### config.mk
export PLATFORM = sky130hd
export DESIGN_NAME = toggle_handshake_receiver
export DESIGN_NICKNAME = d
export VERILOG_FILES = /design/src/rtl/toggle_handshake_receiver.sv
export SDC_FILE = /design/constraint.sdc
export NUM_CORES = 1
export LEC_CHECK = 0
export ABC_AREA = 0
export BUFFER_PORTS_ARGS = -buffer_cell sky130_fd_sc_hd__buf_2
export CORE_UTILIZATION = 54
export DETAILED_ROUTE_END_ITERATION = 8
export GPL_TIMING_DRIVEN = 0
export PLACE_DENSITY = 0.77
export SYNTH_ARGS = -nofsm -noshare
export SYNTH_HDL_FRONTEND = slang
export SYNTH_SLANG_ARGS = --single-unit
### constraint.sdc
create_clock -name input_clock -period 2.6 [get_ports input_clock]
set_clock_uncertainty 0.2 [all_clocks]
set_input_delay 0 -clock input_clock [delete_from_list [all_inputs] [get_ports input_clock]]
set_output_delay 0 -clock input_clock [all_outputs]
set_load 0.01 [all_outputs]
### src/rtl/toggle_handshake_receiver.sv
// ---------------------------------------------------------------------------
// toggle_handshake_receiver
//
// Responder side of a two-phase (toggle) request/acknowledge link. A level
// change on the request line announces a new word on input_data. The toggle
// is synchronised into input_clock and the word is captured into a small
// first-word-fall-through buffer. The acknowledge line is flipped in the same
// edge as the capture. Buffered words are offered downstream on a
// valid/ready stream.
//
// Ports
//   input_clock            clock, all state updates on the rising edge
//   input_clear            synchronous active-high reset
//   input_req_toggle       request toggle from the sender (asynchronous)
//   input_data             word, held stable by the sender until acked
//   output_ack_toggle      acknowledge toggle, flips once per captured word
//   output_valid           buffer holds at least one word
//   input_ready            downstream takes the head word this cycle
//   output_data            head word (holds its last value when empty)
//   output_count           number of words currently buffered
//   output_protocol_error  sticky, sender toggled again before being acked
// ---------------------------------------------------------------------------
module toggle_handshake_receiver #(
    parameter int DATA_WIDTH  = 8,
    parameter int SYNC_STAGES = 2,
    parameter int FIFO_DEPTH  = 2
) (
    input  logic                                  input_clock,
    input  logic                                  input_clear,
    input  logic                                  input_req_toggle,
    input  logic [DATA_WIDTH-1:0]                 input_data,
    output logic                                  output_ack_toggle,
    output logic                                  output_valid,
    input  logic                                  input_ready,
    output logic [DATA_WIDTH-1:0]                 output_data,
    output logic [$clog2(FIFO_DEPTH+1)-1:0]       output_count,
    output logic                                  output_protocol_error
);

    localparam int PTR_W = $clog2(FIFO_DEPTH);
    localparam int CNT_W = $clog2(FIFO_DEPTH + 1);

    // -----------------------------------------------------------------------
    // State
    // -----------------------------------------------------------------------
    logic [SYNC_STAGES-1:0] sync_q, sync_d;
    logic                   req_prev_q, req_prev_d;
    logic                   ack_q, ack_d;
    logic                   err_q, err_d;
    logic [PTR_W-1:0]       wr_q, wr_d;
    logic [PTR_W-1:0]       rd_q, rd_d;
    logic [CNT_W-1:0]       cnt_q, cnt_d;
    logic [DATA_WIDTH-1:0]  data_q, data_d;
    logic [DATA_WIDTH-1:0]  mem_q [FIFO_DEPTH];

    // -----------------------------------------------------------------------
    // Handshake decode
    // -----------------------------------------------------------------------
    logic req_s;
    logic pending;
    logic full;
    logic push;
    logic pop;

    assign req_s   = sync_q[SYNC_STAGES-1];
    assign pending = req_s ^ ack_q;
    assign full    = (cnt_q == CNT_W'(FIFO_DEPTH));
    assign pop     = (cnt_q != '0) && input_ready;
    // A full buffer that is popped in the same cycle still accepts the write.
    assign push    = pending && (!full || pop);

    // -----------------------------------------------------------------------
    // Next-state logic
    // -----------------------------------------------------------------------
    always_comb begin
        sync_d     = {sync_q[SYNC_STAGES-2:0], input_req_toggle};
        req_prev_d = req_s;
        ack_d      = ack_q ^ push;

        // A change of req_s while the previous level is still unacked means
        // the sender toggled twice; req_s has returned to the ack level, so
        // the outstanding word is simply never pushed.
        err_d      = err_q | ((req_s ^ req_prev_q) & (req_prev_q ^ ack_q));

        // Depth is a power of two, so the pointers wrap naturally.
        wr_d       = push ? wr_q + PTR_W'(1) : wr_q;
        rd_d       = pop  ? rd_q + PTR_W'(1) : rd_q;

        cnt_d      = cnt_q;
        unique case ({push, pop})
            2'b10:   cnt_d = cnt_q + CNT_W'(1);
            2'b01:   cnt_d = cnt_q - CNT_W'(1);
            default: cnt_d = cnt_q;
        endcase

        // Registered head word. When the new head is the slot being written
        // in this same edge, take it straight from input_data so the word is
        // visible the cycle after capture. When the buffer empties, hold.
        data_d     = data_q;
        if (cnt_d != '0) begin
            if (push && (rd_d == wr_q)) begin
                data_d = input_data;
            end else begin
                data_d = mem_q[rd_d];
            end
        end
    end

    // -----------------------------------------------------------------------
    // Registers
    // -----------------------------------------------------------------------
    always_ff @(posedge input_clock) begin
        if (input_clear) begin
            sync_q     <= '0;
            req_prev_q <= 1'b0;
            ack_q      <= 1'b0;
            err_q      <= 1'b0;
            wr_q       <= '0;
            rd_q       <= '0;
            cnt_q      <= '0;
            data_q     <= '0;
        end else begin
            sync_q     <= sync_d;
            req_prev_q <= req_prev_d;
            ack_q      <= ack_d;
            err_q      <= err_d;
            wr_q       <= wr_d;
            rd_q       <= rd_d;
            cnt_q      <= cnt_d;
            data_q     <= data_d;
        end
    end

    always_ff @(posedge input_clock) begin
        if (input_clear) begin
            for (int i = 0; i < FIFO_DEPTH; i++) begin
                mem_q[i] <= '0;
            end
        end else if (push) begin
            mem_q[wr_q] <= input_data;
        end
    end

    // -----------------------------------------------------------------------
    // Outputs, all straight from registers
    // -----------------------------------------------------------------------
    assign output_ack_toggle     = ack_q;
    assign output_valid          = (cnt_q != '0);
    assign output_data           = data_q;
    assign output_count          = cnt_q;
    assign output_protocol_error = err_q;

endmodule

; Word-level counts from Yosys, hierarchy flattened
; Memories as Yosys holds them, arrays and structs flattened. A register that Yosys moved wholly into a read port is not among the register bits.
; Cells that the tools add are included.
[totals]
regBits = 9
ramBits = 16
input_bits = 12
output_inout_bits = 13
mem_count = 1
[classes]
addsub = 4
eq_ne = 3
muxes = 10
bitwise_logic = 6
reduce_logical = 7
[mem_list]
columns = name, depth, width, rd, rd_clocked_by_memory_dff, write_ports, line
row1 = mem_q, 2, 8, 1, 1, 2, 54  ; logic [DATA_WIDTH-1:0] mem_q [FIFO_DEPTH];
[op_table]
columns = operator, n
row1 = 2-to-1 mux 1 bit, 8
row2 = 2-to-1 mux 8 bit, 1
row3 = OR reduction 8 bit, 1
row4 = "== test 2 bit, second input constant", 2
row5 = one-hot mux 2 bit (2 select lines), 1
row6 = nonzero test 2 bit, 2
row7 = bitwise XOR 1 bit, 4
row8 = "adder 1 bit, second input constant", 2
row9 = "adder 2 x 1 -> 2 bit, second input constant", 1
row10 = "== test 2 x 1 -> 1 bit, second input constant", 1
row11 = logical AND 1 bit, 2
row12 = "subtractor 2 x 1 -> 2 bit, second input constant", 1
row13 = AND 1 bit, 1
row14 = logical NOT 1 bit, 1
row15 = logical OR 1 bit, 1
row16 = OR 1 bit, 1

; Longest topological paths before layout
[logic_depth]
word_depth = 9
depth_mapped = 6
depth_no_buf = 5

; Worst setup path before layout
; Ideal clock, no wire load.
[synth_timing]
path_type = input to register
startpoint = in output_count[0]
endpoint = reg data_q[7] (netlist: output_data[7]) (read register of mem_q)
setup_ns = 0.117
t_arrival_ns = 1.736
slack_ns = 0.547
stages = 7
cell_sequence = dfxtp_1 > o21ai_4 > xor2_4 > mux2i_4 > buf_6 > nand2_1 > a22o_1
[synth_via]
elab_chain_cells = 7
word_cells_on_any_way = 13
[synth_lines]
columns = item, line
row1 = from (decl), 36  ; output logic [$clog2(FIFO_DEPTH+1)-1:0] output_count,
row2 = == test 2 bit or nonzero test 2 bit (tied branches), "67, 68"
row3 = logical NOT 1 bit or logical AND 1 bit (tied branches), "70, 68"
row4 = logical OR 1 bit, 70  ; assign push = pending && (!full || pop);
row5 = logical AND 1 bit, 70
row6 = == test 2 x 1 -> 1 bit or == test 2 bit (tied branches), 90  ; unique case ({push, pop})
row7 = one-hot mux 2 bit (2 select lines), 90
row8 = nonzero test 2 bit, 100  ; if (cnt_d != '0) begin
row9 = to (decl), 53  ; logic [DATA_WIDTH-1:0] data_q, data_d;
; Several ways; a longest one is shown, not always the timed one.
; A chain may end at the register's enable or synchronous reset.

; Worst setup path in the final report
[layout_timing]
startpoint = in sync_q[1]
endpoint = reg data_q[7] (netlist: output_data[7]) (read register of mem_q)
[layout_via]
elab_chain_cells = 5
word_cells_on_any_way = 6
[layout_lines]
columns = item, line
row1 = from (decl), 46  ; logic [SYNC_STAGES-1:0] sync_q, sync_d;
row2 = bitwise XOR 1 bit (*), 66  ; assign pending = req_s ^ ack_q;
row3 = logical AND 1 bit (*), 70
row4 = == test 2 x 1 -> 1 bit or == test 2 bit (tied branches), 90
row5 = one-hot mux 2 bit (2 select lines) (*), 90
row6 = nonzero test 2 bit (*), 100
; Mark *: on every way between the ends. The rest lies on a longest branch, timed or not.

==> results.md <==
Die:
- Once the floorplan was initialized, standard cells occupied 58.9% of the core.
- The floorplan die area is 2990 µm².
- The core region area is 2540 µm².
- The count of pins on the block boundary is 25.
- The number of standard-cell rows in the floorplan is 18.
- The chip width is 54.7 µm.
- The die span in y is 54.7 µm.

Global route:
- Entering global routing, the biggest net connects 11 pins.
- The first global-routing pass estimated 4260 µm of wire.
- For this run, global-route usage on met2 was measured as 34.5%.
- The total overflow reported by the global router is 0.
- The met1 track utilization from global routing is 26.8%.
- The number of global-route vias before repair was 936.
- The overall routing resource usage is 21.1%.
- The layer with the highest usage is met2.
- The met3 routing resource usage after global routing is 5.83%.
- The initial antenna violation count is 0.

Yosys:
- After synthesis, flip-flops and latches occupy 54.8% of the total area.
- After synthesis the cells add up to 1500 µm².
- For this run, the number of Yosys warnings is 0.
- The most instantiated flip-flop cell in the synthesis netlist is sky130_fd_sc_hd__dfxtp_1.
- In this run, distinct cell masters in the synthesized netlist total 28.
- sky130_fd_sc_hd__dfxtp_1 is the most common cell in the netlist.
- Of all cell types, the one taking the most synthesized area is sky130_fd_sc_hd__edfxtp_1.
- The register bit total from synthesis is 33.
- In the synthesized netlist the async set-or-reset flop fraction comes to 0%.
- Counting every instance in the synthesized netlist gives 122.
- By area the synthesized netlist is led by sky130_fd_sc_hd__edfxtp_1 32%, sky130_fd_sc_hd__dfxtp_1 23%, sky130_fd_sc_hd__and2_1 6.7%.
- Synthesis produced a netlist with a net count of 134.
- Yosys mapped a number of flops with a built-in enable equal to 16.
- The share of the synthesized area in the top cell type is 32.1%.
- The mean post-synth cell area is 12.3 µm².
- Ranked by instance count, the synthesized netlist is headed by 17 x sky130_fd_sc_hd__dfxtp_1, 16 x sky130_fd_sc_hd__and2_1, 16 x sky130_fd_sc_hd__edfxtp_1, 10 x sky130_fd_sc_hd__nor2_1.

Timing:
- The worst path uses 90.3% of the clock period.
- The final number of max-transition violations is 0.
- The clock period could shrink to 2350 ps.
- Headroom to the max-slew limit came out at 51.8%.
- Derived from the worst setup path, the maximum achievable clock frequency is 426 MHz.
- Setup violations remaining at the end of the flow were counted as 0.
- The total negative slack is 0 ps.
- The actual transition at the worst max-transition pin is 721 ps.
- The hold violation total from the final report is 0.
- Setup repair after global routing left no endpoint under its margin.

Setup path:
- The worst-path maximum fanout is 10.
- The worst reg-to-reg path cell count is 5.
- The worst register-to-register path has a setup slack of 250 ps.
- The highest cell delay on the worst timing path is 660 ps.
- The worst register-to-register path begins at sync_q[1]$_SDFF_PP0_.
- Broken down by cell family, the worst path's largest delay share belongs to compound AO/OA/AOI/OAI gates.
- For this design, the slowest cell found on the critical path is sky130_fd_sc_hd__a211oi_2.
- The critical path contains buffers and inverters numbering 0 combined.
- STA classifies the critical path startpoint as a flop.
- The number of gates on the worst path with buffers counted is 5.
- The critical path is of the flop to flop type.
- Walking the worst path, the cells encountered are xnor2_2, nor3b_1, a211oi_2, o21a_1, a22o_1.
- The type of element capturing the critical path is a flop.
- The required time of the worst setup path is 2660 ps.
- At the worst endpoint, the arrival time is 2410 ps.
- The worst register-to-register path ends at output_data[7]$_SDFFE_PP0P_.

Hold path:
- In this run the most critical hold path is launched from input_clear.
- The number of cells on the worst hold path is 3.
- The endpoint of the worst hold path is output_protocol_error$_SDFF_PP0_.
- The class of the worst hold path is primary input to flop.

Power:
- After layout, the design draws a total of 1010 µW.
- In this run the static leakage power is 0.000803 µW.
- For this design the ratio of total power to cell area is 553 nW/µm².
- Across the VDD grid, the largest voltage drop is 0.436 mV.

Routing:
- After detailed routing, the average wire length per cell comes to 13.8 µm.
- The remaining antenna violation count after routing is 0.
- The number of remaining DRC errors is 0.
- The number of iterations in the first detailed-routing pass is 4.
- The via density per instance is 5.38.
- The first routing iteration left 12 violations.
- Wires add up to 2700 µm.
- The routed layout has 1,050 vias.

Finish:
- The finished cells cover 1830 µm².
- The number of antenna diodes in the final layout is 0.
- Compared with the post-synthesis result, the final layout area differs by 21.8%.
- After the last flow step, the layout net total stands at 176.
- The final design utilization is 71.7%.
- Of the cells placed in the final design, the portion with a size suffix greater than 1 is 24.8%.

Clocking:
- The buffer depth of the longest clock path is 2.
- The clock transition at the registers of the reported paths is 100 ps.
- Buffers inserted during clock tree synthesis total 5.
- The library cell used as clock root buffer is sky130_fd_sc_hd__clkbuf_4.
- For this design, the sink count on the clock tree is 33.
- TritonCTS built the clock tree.
- The later-pin clock latency in the skew report is 310 ps.
- The post-cts gate resize count is 0.
- The total number of H-tree levels is 2.

Run status:
- The run finished with clean final reports.

Job:
- The tool flagged a number of max-cap violations equal to 0.

Place:
- The detailed placer's ending HPWL is 1840 µm.
- Buffers placed on the I/O ports in this run total 24.
- The routability congestion estimate from global placement is 0.791.
- The instance area after placement is 1660 µm².
[final cells by class]
type,count,area (µm²)
plain buffers,2,15.0
clock buffers,8,58.8
fillers,186,719
inverters,2,7.51
multi-input cells,85,656
flip-flops and latches,33,821
well taps,30,37.5
repair buffers,35,230
[cells by family (layout without fill, tap and decap cells)]
logic type      after synthesis  in the layout  synth area share [%]
simple gates                 48             48                  19.7
flops                        33             33                  54.8
compound gates               25             25                  13.6
mux                          10             10                  7.51
buf+inv                       4             47                  1.50
xor+xnor                      2              2                  2.92
[state kept, by name, summed over array words and instances, names as in the netlist, named ones only]
register	cells
mem_q	16
output_data	8
output_count	2
sync_q	2
output_protocol_error	1
rd_q	1
req_prev_q	1
wr_q	1
[routing by layer]
layer  part of all wire [%]  vias up
li1                       -      522
met1                     49      505
met2                     48       21
met3                    2.7        2
met4                   0.48        0
met5                      0        -
[worst max path at each step]
stage,slack [ps],start,to
floorplan,550,output_count[0]$_SDFF_PP0_,output_data[7]$_SDFFE_PP0P_
global placement,350,output_count[0]$_SDFF_PP0_,output_data[7]$_SDFFE_PP0P_
detailed placement,290,sync_q[1]$_SDFF_PP0_,output_data[7]$_SDFFE_PP0P_
CTS,270,sync_q[1]$_SDFF_PP0_,output_data[7]$_SDFFE_PP0P_
global route,110,sync_q[1]$_SDFF_PP0_,output_data[7]$_SDFFE_PP0P_
finish,250,sync_q[1]$_SDFF_PP0_,output_data[7]$_SDFFE_PP0P_
[through the flow]
step | setup WS (ps) | cells | hold slack [ps]
2_1_floorplan | 547 | 122 | -128
3_3_place_gp | 351 | 176 | 18.7
3_5_place_dp | 286 | 176 | 19.7
4_1_cts | 268 | 195 | 58.4
5_1_grt | 112 | 195 | 82.9
6_report | 252 | 195 | 59.5
[worst reg2reg max path, stage by stage (launching register included)]
cell and delay [ps]:
sky130_fd_sc_hd__dfxtp_1 370, sky130_fd_sc_hd__xnor2_2 520, sky130_fd_sc_hd__nor3b_1 180, sky130_fd_sc_hd__a211oi_2 660
sky130_fd_sc_hd__o21a_1 220, sky130_fd_sc_hd__a22o_1 150
[power by group]
group	internal (µW)	switching [µW]
clock network	133	151
logic	65.5	71.3
registers	572	15.1
[what timing repair did]
item,in CTS,in global routing
setup endpoints to repair,0,0
setup buffers,0,0
hold buffers,11,0
hold endpoints to repair,26,0
[cell usage in the layout, fill, tap and decap left out, types with 2 or more instances in the layout]
| cell | Yosys | final |
|---|---|---|
| sky130_fd_sc_hd__a22o_1 | 8 | 8 |
| sky130_fd_sc_hd__and2_1 | 16 | 16 |
| sky130_fd_sc_hd__buf_2 | 0 | 24 |
| sky130_fd_sc_hd__nor2b_1 | 4 | 4 |
| sky130_fd_sc_hd__or2_2 | 2 | 2 |
| sky130_fd_sc_hd__dfxtp_1 | 17 | 17 |
| sky130_fd_sc_hd__nand2_1 | 9 | 9 |
| sky130_fd_sc_hd__a211oi_1 | 3 | 3 |
| sky130_fd_sc_hd__clkbuf_4 | 0 | 5 |
| sky130_fd_sc_hd__o21a_1 | 9 | 9 |
| sky130_fd_sc_hd__edfxtp_1 | 16 | 16 |
| sky130_fd_sc_hd__a21oi_1 | 2 | 2 |
| sky130_fd_sc_hd__clkbuf_1 | 1 | 3 |
| sky130_fd_sc_hd__mux2i_1 | 9 | 9 |
| sky130_fd_sc_hd__dlygate4sd3_1 | 0 | 11 |
| sky130_fd_sc_hd__inv_1 | 2 | 2 |
| sky130_fd_sc_hd__nor2_1 | 10 | 10 |
Note: power is estimated with default switching activity, not from simulation.
